**config.mk**
```make
export PLATFORM = sky130hd
export DESIGN_NAME = vp_recovery_ctrl_flat
export DESIGN_NICKNAME = d
export VERILOG_FILES = /design/src/rtl/vp_recovery_if.sv /design/src/rtl/vp_recovery_ctrl.sv /design/src/flat_wrapper.sv
export SDC_FILE = /design/constraint.sdc
export NUM_CORES = 1
export LEC_CHECK = 0
export CORE_MARGIN = 2
export CORE_UTILIZATION = 43
export DETAILED_ROUTE_END_ITERATION = 16
export GPL_TIMING_DRIVEN = 0
export PLACE_DENSITY = 0.75
export RECOVER_POWER = 50
export SYNTH_ARGS = -nofsm -noshare
export SYNTH_HDL_FRONTEND = slang
export SYNTH_SLANG_ARGS = --single-unit
```
**constraint.sdc**
```tcl
create_clock -name clk -period 6.2 [get_ports clk]
set_input_delay 0.93 -clock clk [delete_from_list [all_inputs] [get_ports clk]]
set_output_delay 0.93 -clock clk [all_outputs]
set_load 0.05 [all_outputs]
```
**src/rtl/vp_recovery_if.sv**
```systemverilog
// Handshake bundle between the value predictor, hazard/flush logic, register-file
// write port and fetch redirect path and the vp_recovery_ctrl consumer.
interface vp_recovery_if #(
  parameter int DATA_WIDTH    = 32,
  parameter int PC_WIDTH      = 32,
  parameter int REG_IDX_WIDTH = 5
);
  logic                     vp_issue;
  logic [PC_WIDTH-1:0]      issue_pc;
  logic [REG_IDX_WIDTH-1:0] issue_dst;
  logic                     vp_done;
  logic                     vp_en_recover;
  logic [DATA_WIDTH-1:0]    vp_data;
  logic                     redirect_ready;

  logic                     spec_active;
  logic                     block_issue;
  logic                     flush;
  logic                     wb_valid;
  logic [REG_IDX_WIDTH-1:0] wb_dst;
  logic [DATA_WIDTH-1:0]    wb_data;
  logic                     redirect_valid;
  logic [PC_WIDTH-1:0]      redirect_pc;
  logic                     recovery_done;
  logic [15:0]              stat_correct;
  logic [15:0]              stat_mispredict;
  logic [15:0]              stat_timeout;

  modport master (
    output vp_issue, issue_pc, issue_dst, vp_done, vp_en_recover, vp_data, redirect_ready,
    input  spec_active, block_issue, flush, wb_valid, wb_dst, wb_data,
           redirect_valid, redirect_pc, recovery_done,
           stat_correct, stat_mispredict, stat_timeout
  );

  modport slave (
    input  vp_issue, issue_pc, issue_dst, vp_done, vp_en_recover, vp_data, redirect_ready,
    output spec_active, block_issue, flush, wb_valid, wb_dst, wb_data,
           redirect_valid, redirect_pc, recovery_done,
           stat_correct, stat_mispredict, stat_timeout
  );
endinterface

```
**src/rtl/vp_recovery_ctrl.sv**
```systemverilog
// Tracks the single outstanding value-predicted load and sequences flush, writeback,
// fetch redirect and recovery_done. Outcome counters are built only with VP_RECOVERY_STATS_EN.
module vp_recovery_ctrl #(
  parameter int DATA_WIDTH    = 32,
  parameter int PC_WIDTH      = 32,
  parameter int REG_IDX_WIDTH = 5,
  parameter int FLUSH_CYCLES  = 2,
  parameter int TIMEOUT       = 64
) (
  input logic         clk,
  input logic         rst,
  vp_recovery_if.slave bus
);

  localparam int CNT_MAX = (TIMEOUT > FLUSH_CYCLES) ? TIMEOUT : FLUSH_CYCLES;
  localparam int CNT_W   = $clog2(CNT_MAX + 1);

  typedef enum logic [2:0] {IDLE, SPEC, FLUSH, WB, REDIRECT, DONE} state_t;

  state_t                   state_q, state_d;
  logic [CNT_W-1:0]         cnt_q, cnt_d;
  logic                     cause_misp_q;
  logic [PC_WIDTH-1:0]      pc_q;
  logic [REG_IDX_WIDTH-1:0] dst_q;
  logic [DATA_WIDTH-1:0]    data_q;

  logic ev_issue, ev_misp, ev_correct, ev_timeout, wb_fire;

  logic                     spec_active_q, block_issue_q, flush_q, wb_valid_q;
  logic [REG_IDX_WIDTH-1:0] wb_dst_q;
  logic [DATA_WIDTH-1:0]    wb_data_q;
  logic                     redirect_valid_q, recovery_done_q;
  logic [PC_WIDTH-1:0]      redirect_pc_q;

  function automatic logic [15:0] sat_inc(input logic [15:0] v);
    return (v == 16'hFFFF) ? v : v + 16'd1;
  endfunction

  // Mispredict outranks a simultaneous done; both outrank the timeout.
  always_comb begin
    ev_issue   = (state_q == IDLE) && bus.vp_issue;
    ev_misp    = (state_q == SPEC) && bus.vp_en_recover;
    ev_correct = (state_q == SPEC) && !bus.vp_en_recover && bus.vp_done;
    ev_timeout = (state_q == SPEC) && !bus.vp_en_recover && !bus.vp_done &&
                 (cnt_q == CNT_W'(TIMEOUT - 1));
  end

  always_comb begin
    state_d = state_q;
    cnt_d   = cnt_q;
    unique case (state_q)
      IDLE: if (ev_issue) begin
        state_d = SPEC;
        cnt_d   = '0;
      end
      SPEC: begin
        if (ev_misp || ev_timeout) begin
          state_d = FLUSH;
          cnt_d   = '0;
        end else if (ev_correct) begin
          state_d = IDLE;
        end else begin
          cnt_d = cnt_q + CNT_W'(1);
        end
      end
      FLUSH: begin
        if (cnt_q == CNT_W'(FLUSH_CYCLES - 1)) state_d = WB;
        else                                   cnt_d   = cnt_q + CNT_W'(1);
      end
      WB:       state_d = REDIRECT;
      REDIRECT: if (bus.redirect_ready) state_d = DONE;
      DONE:     state_d = IDLE;
      default:  state_d = IDLE;
    endcase
  end

  assign wb_fire = (state_d == WB) && cause_misp_q && (dst_q != '0);

  // Control state
  always_ff @(posedge clk or posedge rst) begin
    if (rst) begin
      state_q      <= IDLE;
      cnt_q        <= '0;
      cause_misp_q <= 1'b0;
    end else begin
      state_q <= state_d;
      cnt_q   <= cnt_d;
      if (ev_misp)         cause_misp_q <= 1'b1;
      else if (ev_timeout) cause_misp_q <= 1'b0;
    end
  end

  // Latched load context; only read after being written on this transaction
  always_ff @(posedge clk) begin
    if (ev_issue) begin
      pc_q  <= bus.issue_pc;
      dst_q <= bus.issue_dst;
    end
    if (ev_misp) data_q <= bus.vp_data;
  end

  // Registered outputs decoded from the next state
  always_ff @(posedge clk or posedge rst) begin
    if (rst) begin
      spec_active_q    <= 1'b0;
      block_issue_q    <= 1'b0;
      flush_q          <= 1'b0;
      wb_valid_q       <= 1'b0;
      wb_dst_q         <= '0;
      wb_data_q        <= '0;
      redirect_valid_q <= 1'b0;
      redirect_pc_q    <= '0;
      recovery_done_q  <= 1'b0;
    end else begin
      spec_active_q    <= (state_d == SPEC);
      block_issue_q    <= (state_d != IDLE);
      flush_q          <= (state_d == FLUSH);
      wb_valid_q       <= wb_fire;
      wb_dst_q         <= wb_fire ? dst_q : '0;
      wb_data_q        <= wb_fire ? data_q : '0;
      redirect_valid_q <= (state_d == REDIRECT);
      redirect_pc_q    <= (state_d != REDIRECT) ? '0 :
                          cause_misp_q ? pc_q + PC_WIDTH'(4) : pc_q;
      recovery_done_q  <= (state_d == DONE);
    end
  end

  assign bus.spec_active    = spec_active_q;
  assign bus.block_issue    = block_issue_q;
  assign bus.flush          = flush_q;
  assign bus.wb_valid       = wb_valid_q;
  assign bus.wb_dst         = wb_dst_q;
  assign bus.wb_data        = wb_data_q;
  assign bus.redirect_valid = redirect_valid_q;
  assign bus.redirect_pc    = redirect_pc_q;
  assign bus.recovery_done  = recovery_done_q;

`ifdef VP_RECOVERY_STATS_EN
  logic [15:0] stat_correct_q, stat_misp_q, stat_timeout_q;

  always_ff @(posedge clk or posedge rst) begin
    if (rst) begin
      stat_correct_q <= '0;
      stat_misp_q    <= '0;
      stat_timeout_q <= '0;
    end else begin
      if (ev_correct) stat_correct_q <= sat_inc(stat_correct_q);
      if (ev_misp)    stat_misp_q    <= sat_inc(stat_misp_q);
      if (ev_timeout) stat_timeout_q <= sat_inc(stat_timeout_q);
    end
  end

  assign bus.stat_correct    = stat_correct_q;
  assign bus.stat_mispredict = stat_misp_q;
  assign bus.stat_timeout    = stat_timeout_q;
`else
  assign bus.stat_correct    = 16'd0;
  assign bus.stat_mispredict = 16'd0;
  assign bus.stat_timeout    = 16'd0;
`endif

endmodule

```
**src/flat_wrapper.sv**
```systemverilog
// flat-port wrapper written by rule: the top's interface ports become plain ports
module vp_recovery_ctrl_flat 
#(
  parameter int DATA_WIDTH    = 32,
  parameter int PC_WIDTH      = 32,
  parameter int REG_IDX_WIDTH = 5,
  parameter int FLUSH_CYCLES  = 2,
  parameter int TIMEOUT       = 64
)
  (clk, rst, bus_vp_issue, bus_issue_pc, bus_issue_dst, bus_vp_done, bus_vp_en_recover, bus_vp_data, bus_redirect_ready, bus_spec_active, bus_block_issue, bus_flush, bus_wb_valid, bus_wb_dst, bus_wb_data, bus_redirect_valid, bus_redirect_pc, bus_recovery_done, bus_stat_correct, bus_stat_mispredict, bus_stat_timeout);
  vp_recovery_if #(.DATA_WIDTH(DATA_WIDTH), .PC_WIDTH(PC_WIDTH), .REG_IDX_WIDTH(REG_IDX_WIDTH)) bus_i ();
  input logic clk;
  input logic rst;
  input wire logic [$bits(bus_i.vp_issue)-1:0] bus_vp_issue;
  input wire logic [$bits(bus_i.issue_pc)-1:0] bus_issue_pc;
  input wire logic [$bits(bus_i.issue_dst)-1:0] bus_issue_dst;
  input wire logic [$bits(bus_i.vp_done)-1:0] bus_vp_done;
  input wire logic [$bits(bus_i.vp_en_recover)-1:0] bus_vp_en_recover;
  input wire logic [$bits(bus_i.vp_data)-1:0] bus_vp_data;
  input wire logic [$bits(bus_i.redirect_ready)-1:0] bus_redirect_ready;
  output wire logic [$bits(bus_i.spec_active)-1:0] bus_spec_active;
  output wire logic [$bits(bus_i.block_issue)-1:0] bus_block_issue;
  output wire logic [$bits(bus_i.flush)-1:0] bus_flush;
  output wire logic [$bits(bus_i.wb_valid)-1:0] bus_wb_valid;
  output wire logic [$bits(bus_i.wb_dst)-1:0] bus_wb_dst;
  output wire logic [$bits(bus_i.wb_data)-1:0] bus_wb_data;
  output wire logic [$bits(bus_i.redirect_valid)-1:0] bus_redirect_valid;
  output wire logic [$bits(bus_i.redirect_pc)-1:0] bus_redirect_pc;
  output wire logic [$bits(bus_i.recovery_done)-1:0] bus_recovery_done;
  output wire logic [$bits(bus_i.stat_correct)-1:0] bus_stat_correct;
  output wire logic [$bits(bus_i.stat_mispredict)-1:0] bus_stat_mispredict;
  output wire logic [$bits(bus_i.stat_timeout)-1:0] bus_stat_timeout;
  assign bus_i.vp_issue = bus_vp_issue;
  assign bus_i.issue_pc = bus_issue_pc;
  assign bus_i.issue_dst = bus_issue_dst;
  assign bus_i.vp_done = bus_vp_done;
  assign bus_i.vp_en_recover = bus_vp_en_recover;
  assign bus_i.vp_data = bus_vp_data;
  assign bus_i.redirect_ready = bus_redirect_ready;
  assign bus_spec_active = bus_i.spec_active;
  assign bus_block_issue = bus_i.block_issue;
  assign bus_flush = bus_i.flush;
  assign bus_wb_valid = bus_i.wb_valid;
  assign bus_wb_dst = bus_i.wb_dst;
  assign bus_wb_data = bus_i.wb_data;
  assign bus_redirect_valid = bus_i.redirect_valid;
  assign bus_redirect_pc = bus_i.redirect_pc;
  assign bus_recovery_done = bus_i.recovery_done;
  assign bus_stat_correct = bus_i.stat_correct;
  assign bus_stat_mispredict = bus_i.stat_mispredict;
  assign bus_stat_timeout = bus_i.stat_timeout;
  vp_recovery_ctrl #(.DATA_WIDTH(DATA_WIDTH), .PC_WIDTH(PC_WIDTH), .REG_IDX_WIDTH(REG_IDX_WIDTH), .FLUSH_CYCLES(FLUSH_CYCLES), .TIMEOUT(TIMEOUT)) u_core (.clk(clk), .rst(rst), .bus(bus_i));
endmodule
```
==> run_summary.xml <==
<?xml version="1.0" encoding="UTF-8"?>
<metrics>
  <group name="status">
    <metric name="status" unit="">finished, violations left</metric>
    <metric name="violations" unit="">capacitance limit, slew limit</metric>
  </group>
  <group name="drt">
    <metric name="num_vias" unit="">4630</metric>
    <metric name="drt-initial-drc-count" unit="">154</metric>
    <metric name="drcViolationCount" unit="">0</metric>
    <metric name="detail_route.first_pass.iterations" unit="">5</metric>
    <metric name="final_antenna_net_count" unit="">0</metric>
    <metric name="drt-wirelength-per-cell" unit="um">15.3</metric>
    <metric name="viasPerCell" unit="">4.96</metric>
    <metric name="finalWirelength" unit="mm">14.2</metric>
  </group>
  <group name="worst_hold_path">
    <metric name="hold_path.class" unit="">flop to flop</metric>
  </group>
  <group name="global_routing">
    <metric name="grt_pass1_vias" unit="">4506</metric>
    <metric name="grt_remaining_overflow" unit="">0</metric>
    <metric name="grtUsageTotal" unit="%">18.6</metric>
    <metric name="grt_start_max_net_pins" unit="">55</metric>
    <metric name="grt_first_pass_wirelength" unit="mm">22.6</metric>
    <metric name="antenna_found_initial" unit="">7</metric>
  </group>
  <group name="finish">
    <metric name="final_layout_size_suffix_gt1_share" unit="%">13.1</metric>
    <metric name="final_design_area_no_fill" unit="um2">8840</metric>
    <metric name="stdcell_count" unit="">933</metric>
    <metric name="fin_nets" unit="">808</metric>
    <metric name="syn_to_final_growth" unit="%">39.9</metric>
  </group>
  <group name="worst_setup_path">
    <metric name="worstPathCellList" unit="">dlygate4sd3_1, nor4b_1, clkbuf_1, clkbuf_1, buf_4</metric>
    <metric name="worstReg2RegEnd" unit="">u_core.data_q[31]$_DFFE_PP_</metric>
    <metric name="regToRegSetupSlack" unit="ns">3.02</metric>
    <metric name="critPathLaunchType" unit="">primary input</metric>
    <metric name="path_common_cell" unit="">clkbuf_1</metric>
    <metric name="critical_path.max_fanout" unit="">10</metric>
    <metric name="slowest_stage" unit="">nor4b_1</metric>
    <metric name="end_kind" unit="">flop</metric>
    <metric name="worst-setup-path-type" unit="">primary input to flop</metric>
    <metric name="crit_end" unit="">u_core.pc_q[8]$_DFFE_PP_</metric>
    <metric name="worst-r2r-cell-count" unit="">3</metric>
    <metric name="critical_path.startpoint" unit="">bus_vp_issue</metric>
    <metric name="worst_path_largest_cell_delay" unit="ns">0.91</metric>
    <metric name="start_of_the_worst_register_to_register_path" unit="">u_core.state_q[0]$_DFF_PP0_</metric>
    <metric name="timing.critical_path.required" unit="ns">6.34</metric>
    <metric name="worst_ep_arrival_time" unit="ns">3.33</metric>
  </group>
  <group name="placement">
    <metric name="place.detailed.instances" unit="">895</metric>
    <metric name="detailed_place.area" unit="um2">8290</metric>
    <metric name="hpwlAfterDp" unit="mm">10.5</metric>
    <metric name="final_wtd_congestion" unit="">0.882</metric>
    <metric name="placement.io_buffers" unit="">149</metric>
  </group>
  <group name="floorplan">
    <metric name="core_area" unit="um2">14400</metric>
    <metric name="die_y" unit="um">125</metric>
    <metric name="initial_utilization" unit="%">43.8</metric>
    <metric name="std_cell_rows" unit="">44</metric>
    <metric name="count_of_boundary_i_o_pins" unit="">198</metric>
    <metric name="fp.dieW" unit="um">125</metric>
    <metric name="dieArea" unit="um2">15700</metric>
  </group>
  <group name="timing">
    <metric name="final_period_minus_worst_setup_slack" unit="ns">3.19</metric>
    <metric name="fmaxAchievable" unit="GHz">0.313</metric>
    <metric name="setup_viol" unit="">0</metric>
    <metric name="finClkSkew" unit="ns">0.0165</metric>
    <metric name="worst_relative_slew_slack" unit="%">-41.1</metric>
    <metric name="timing_max_transition_violations_final" unit="">67</metric>
    <metric name="max_slew.worst_pin.slew" unit="ns">2.12</metric>
    <metric name="report.final.hold_viol_count" unit="">0</metric>
    <metric name="unrepaired_setup_endpoints_after_global_routing" unit="">no</metric>
    <metric name="period_share" unit="%">51.5</metric>
  </group>
  <group name="synth">
    <metric name="syn_avg_cell_area" unit="um2">12.4</metric>
    <metric name="yosysTopAreaCell" unit="">dfrtp_1</metric>
    <metric name="number_of_enable_flip_flop_cells_after_synthesis" unit="">69</metric>
    <metric name="ys_async_sr_fraction" unit="%">55.5</metric>
    <metric name="largest_cells_by_area_after_synthesis" unit="">dfrtp_1 (34%), edfxtp_1 (33%), buf_4 (5.7%)</metric>
    <metric name="synth_cell_type_count" unit="">48</metric>
    <metric name="synthSimpleGateAreaFrac" unit="%">15.9</metric>
    <metric name="yosysWarnings" unit="">0</metric>
    <metric name="synth_xor_area_share" unit="%">1.66</metric>
    <metric name="synth-compound-area-share" unit="%">6.53</metric>
    <metric name="seq_area_frac_synth" unit="%">66.9</metric>
    <metric name="post_synth_inst_count" unit="">509</metric>
    <metric name="synth_mux_area_share" unit="%">0.317</metric>
    <metric name="synth_top_cells_by_count" unit="">dfrtp_1 (86), edfxtp_1 (69), nand2_1 (52)</metric>
    <metric name="yosys.cell_count.top_type" unit="">dfrtp_1</metric>
    <metric name="synth_adder_area_share" unit="%">0.594</metric>
    <metric name="synth.ff_latch_count" unit="">155</metric>
    <metric name="post-synth-top-area-fraction" unit="%">34.1</metric>
    <metric name="netlist_area_before_placement" unit="um2">6320</metric>
    <metric name="most_common_flop_cell_mapped_by_yosys" unit="">dfrtp_1</metric>
    <metric name="largest_family_of_logic_cells_by_synthesized_area" unit="">simple AND/OR/NAND/NOR gates</metric>
  </group>
  <group name="power">
    <metric name="power_density" unit="nW/um2">405</metric>
    <metric name="cellInternalPower" unit="mW">2.21</metric>
    <metric name="power.static_leakage" unit="nW">3.72</metric>
    <metric name="pwr-share-seq" unit="%">39.7</metric>
    <metric name="combPwrFrac" unit="%">33.3</metric>
    <metric name="vdd_drop_max" unit="uV">258</metric>
    <metric name="clkPwrFrac" unit="%">27.0</metric>
    <metric name="design_power_total" unit="mW">3.58</metric>
    <metric name="switching_share_of_total_power" unit="%">38.2</metric>
    <metric name="power_switching" unit="mW">1.37</metric>
  </group>
  <group name="cts">
    <metric name="post-cts-setup-buffers" unit="">0</metric>
    <metric name="cts_sinks" unit="">155</metric>
    <metric name="ctsHoldBuffers" unit="">0</metric>
    <metric name="clockBufferDepth" unit="">2</metric>
    <metric name="clk_latency" unit="ns">0.43</metric>
    <metric name="clk_pin_slew" unit="ns">0.06</metric>
    <metric name="tritoncts.num_buffers" unit="">17</metric>
    <metric name="tritoncts" unit="">done</metric>
    <metric name="post_cts_resize_count" unit="">0</metric>
    <metric name="max_h_tree_level" unit="">4</metric>
    <metric name="cts.root.buffer_cell" unit="">clkbuf_16</metric>
  </group>
  <group name="job">
    <metric name="cap_violations" unit="">2</metric>
  </group>
</metrics>
==> registers in the layout (all words and copies together) (netlist names) <==
name,flops
u_core.bus.flush,1
u_core.state_q,3
u_core.bus.spec_active,1
u_core.bus.recovery_done,1
u_core.dst_q,5
u_core.pc_q,32
u_core.bus.wb_data,32
u_core.bus.block_issue,1
u_core.cnt_q,7
u_core.data_q,32
u_core.bus.redirect_pc,32
u_core.cause_misp_q,1
u_core.bus.wb_valid,1
u_core.bus.redirect_valid,1
u_core.bus.wb_dst,5
==> cells in the final DEF, fill, tap and decap left out, types with 9 or more instances in the layout <==
master,n
a21oi_1,21
inv_1,9
clkbuf_16,17
clkdlybuf4s50_1,76
clkbuf_1,21
dlygate4sd3_1,73
or3_1,11
conb_1,48
nand2_1,52
o21ai_0,15
o31ai_1,11
nand3_1,13
or4_1,9
edfxtp_1,69
nand4_1,11
nor4_1,34
nor2_1,20
buf_4,50
dfrtp_1,86
==> per-stage QoR <==
stage | worst slack, ns | setup TNS [ns] | hold slack, ns | util (%)
global placement | -2.20 | -150.36 | 0.455 | 57.0
detailed placement | 3.08 | 0 | 0.454 | 57.5
global route | 2.76 | 0 | 0.516 | 61.3
finish | 3.01 | 0 | 0.470 | 61.3
CTS | 3.49 | 0 | 0.469 | 61.3
floorplan | 0.565 | 0 | 0.438 | -
==> worst min-delay path by stage <==
stage | slack (ns) | cells after the start | from | to
after floorplan | 0.44 | 1 | u_core.pc_q[0]$_DFFE_PP_ | u_core.bus.redirect_pc[0]$_DFF_PP0_
after global placement | 0.45 | 1 | u_core.pc_q[0]$_DFFE_PP_ | u_core.bus.redirect_pc[0]$_DFF_PP0_
after detailed placement | 0.45 | 1 | u_core.pc_q[0]$_DFFE_PP_ | u_core.bus.redirect_pc[0]$_DFF_PP0_
after CTS | 0.47 | 1 | u_core.pc_q[0]$_DFFE_PP_ | u_core.bus.redirect_pc[0]$_DFF_PP0_
after global routing | 0.52 | 1 | u_core.pc_q[1]$_DFFE_PP_ | u_core.bus.redirect_pc[1]$_DFF_PP0_
final | 0.47 | 1 | u_core.pc_q[0]$_DFFE_PP_ | u_core.bus.redirect_pc[0]$_DFF_PP0_
==> cell type report <==
type / count / area, um2
clock buffer: 17 / 425
multi-input combinational: 316 / 1760
timing repair buffer: 155 / 1550
buffer: 75 / 470
clock inverter: 15 / 128
inverter: 10 / 38.8
antenna: 6 / 15.0
tap: 184 / 230
sequential: 155 / 4220
fill: 1144 / 5580
==> power groups by stage <==
stage          Clock [mW]  Sequential, mW  Combinational [mW]
4_1_cts             0.988            1.42                1.21
6_report            0.966            1.42                1.19
3_5_place_dp            0            1.44                1.21
3_3_place_gp            0            1.44                1.17
2_1_floorplan           0            1.79               0.439
5_1_grt              1.03            1.45                1.27
==> routing by layer <==
metal	part of all wire (%)	GRT usage (%)	vias to the layer above
met2	49	30.3	207
met4	2.4	8.50	2
met3	8.2	5.82	31
li1	-	-	2224
met5	0.077	0	-
met1	41	22.9	2166
==> kinds of logic (layout without fill, tap and decap cells) <==
logic type	after synthesis	count (layout)
AND/OR/NAND/NOR	186	186
XOR/XNOR	12	12
multiplexers	2	2
buffers and inverters	85	272
adder cells (fa/ha/maj)	3	3
other	1	54
AO/OA/AOI/OAI	65	65
flip-flops	155	155
==> worst max-delay path: cells and delay by family <==
kind / cells / cell delay, ns
AND/OR/NAND/NOR: 1 / 0.91
buffers and inverters: 4 / 1.48
(Power assumes the default switching activity.)
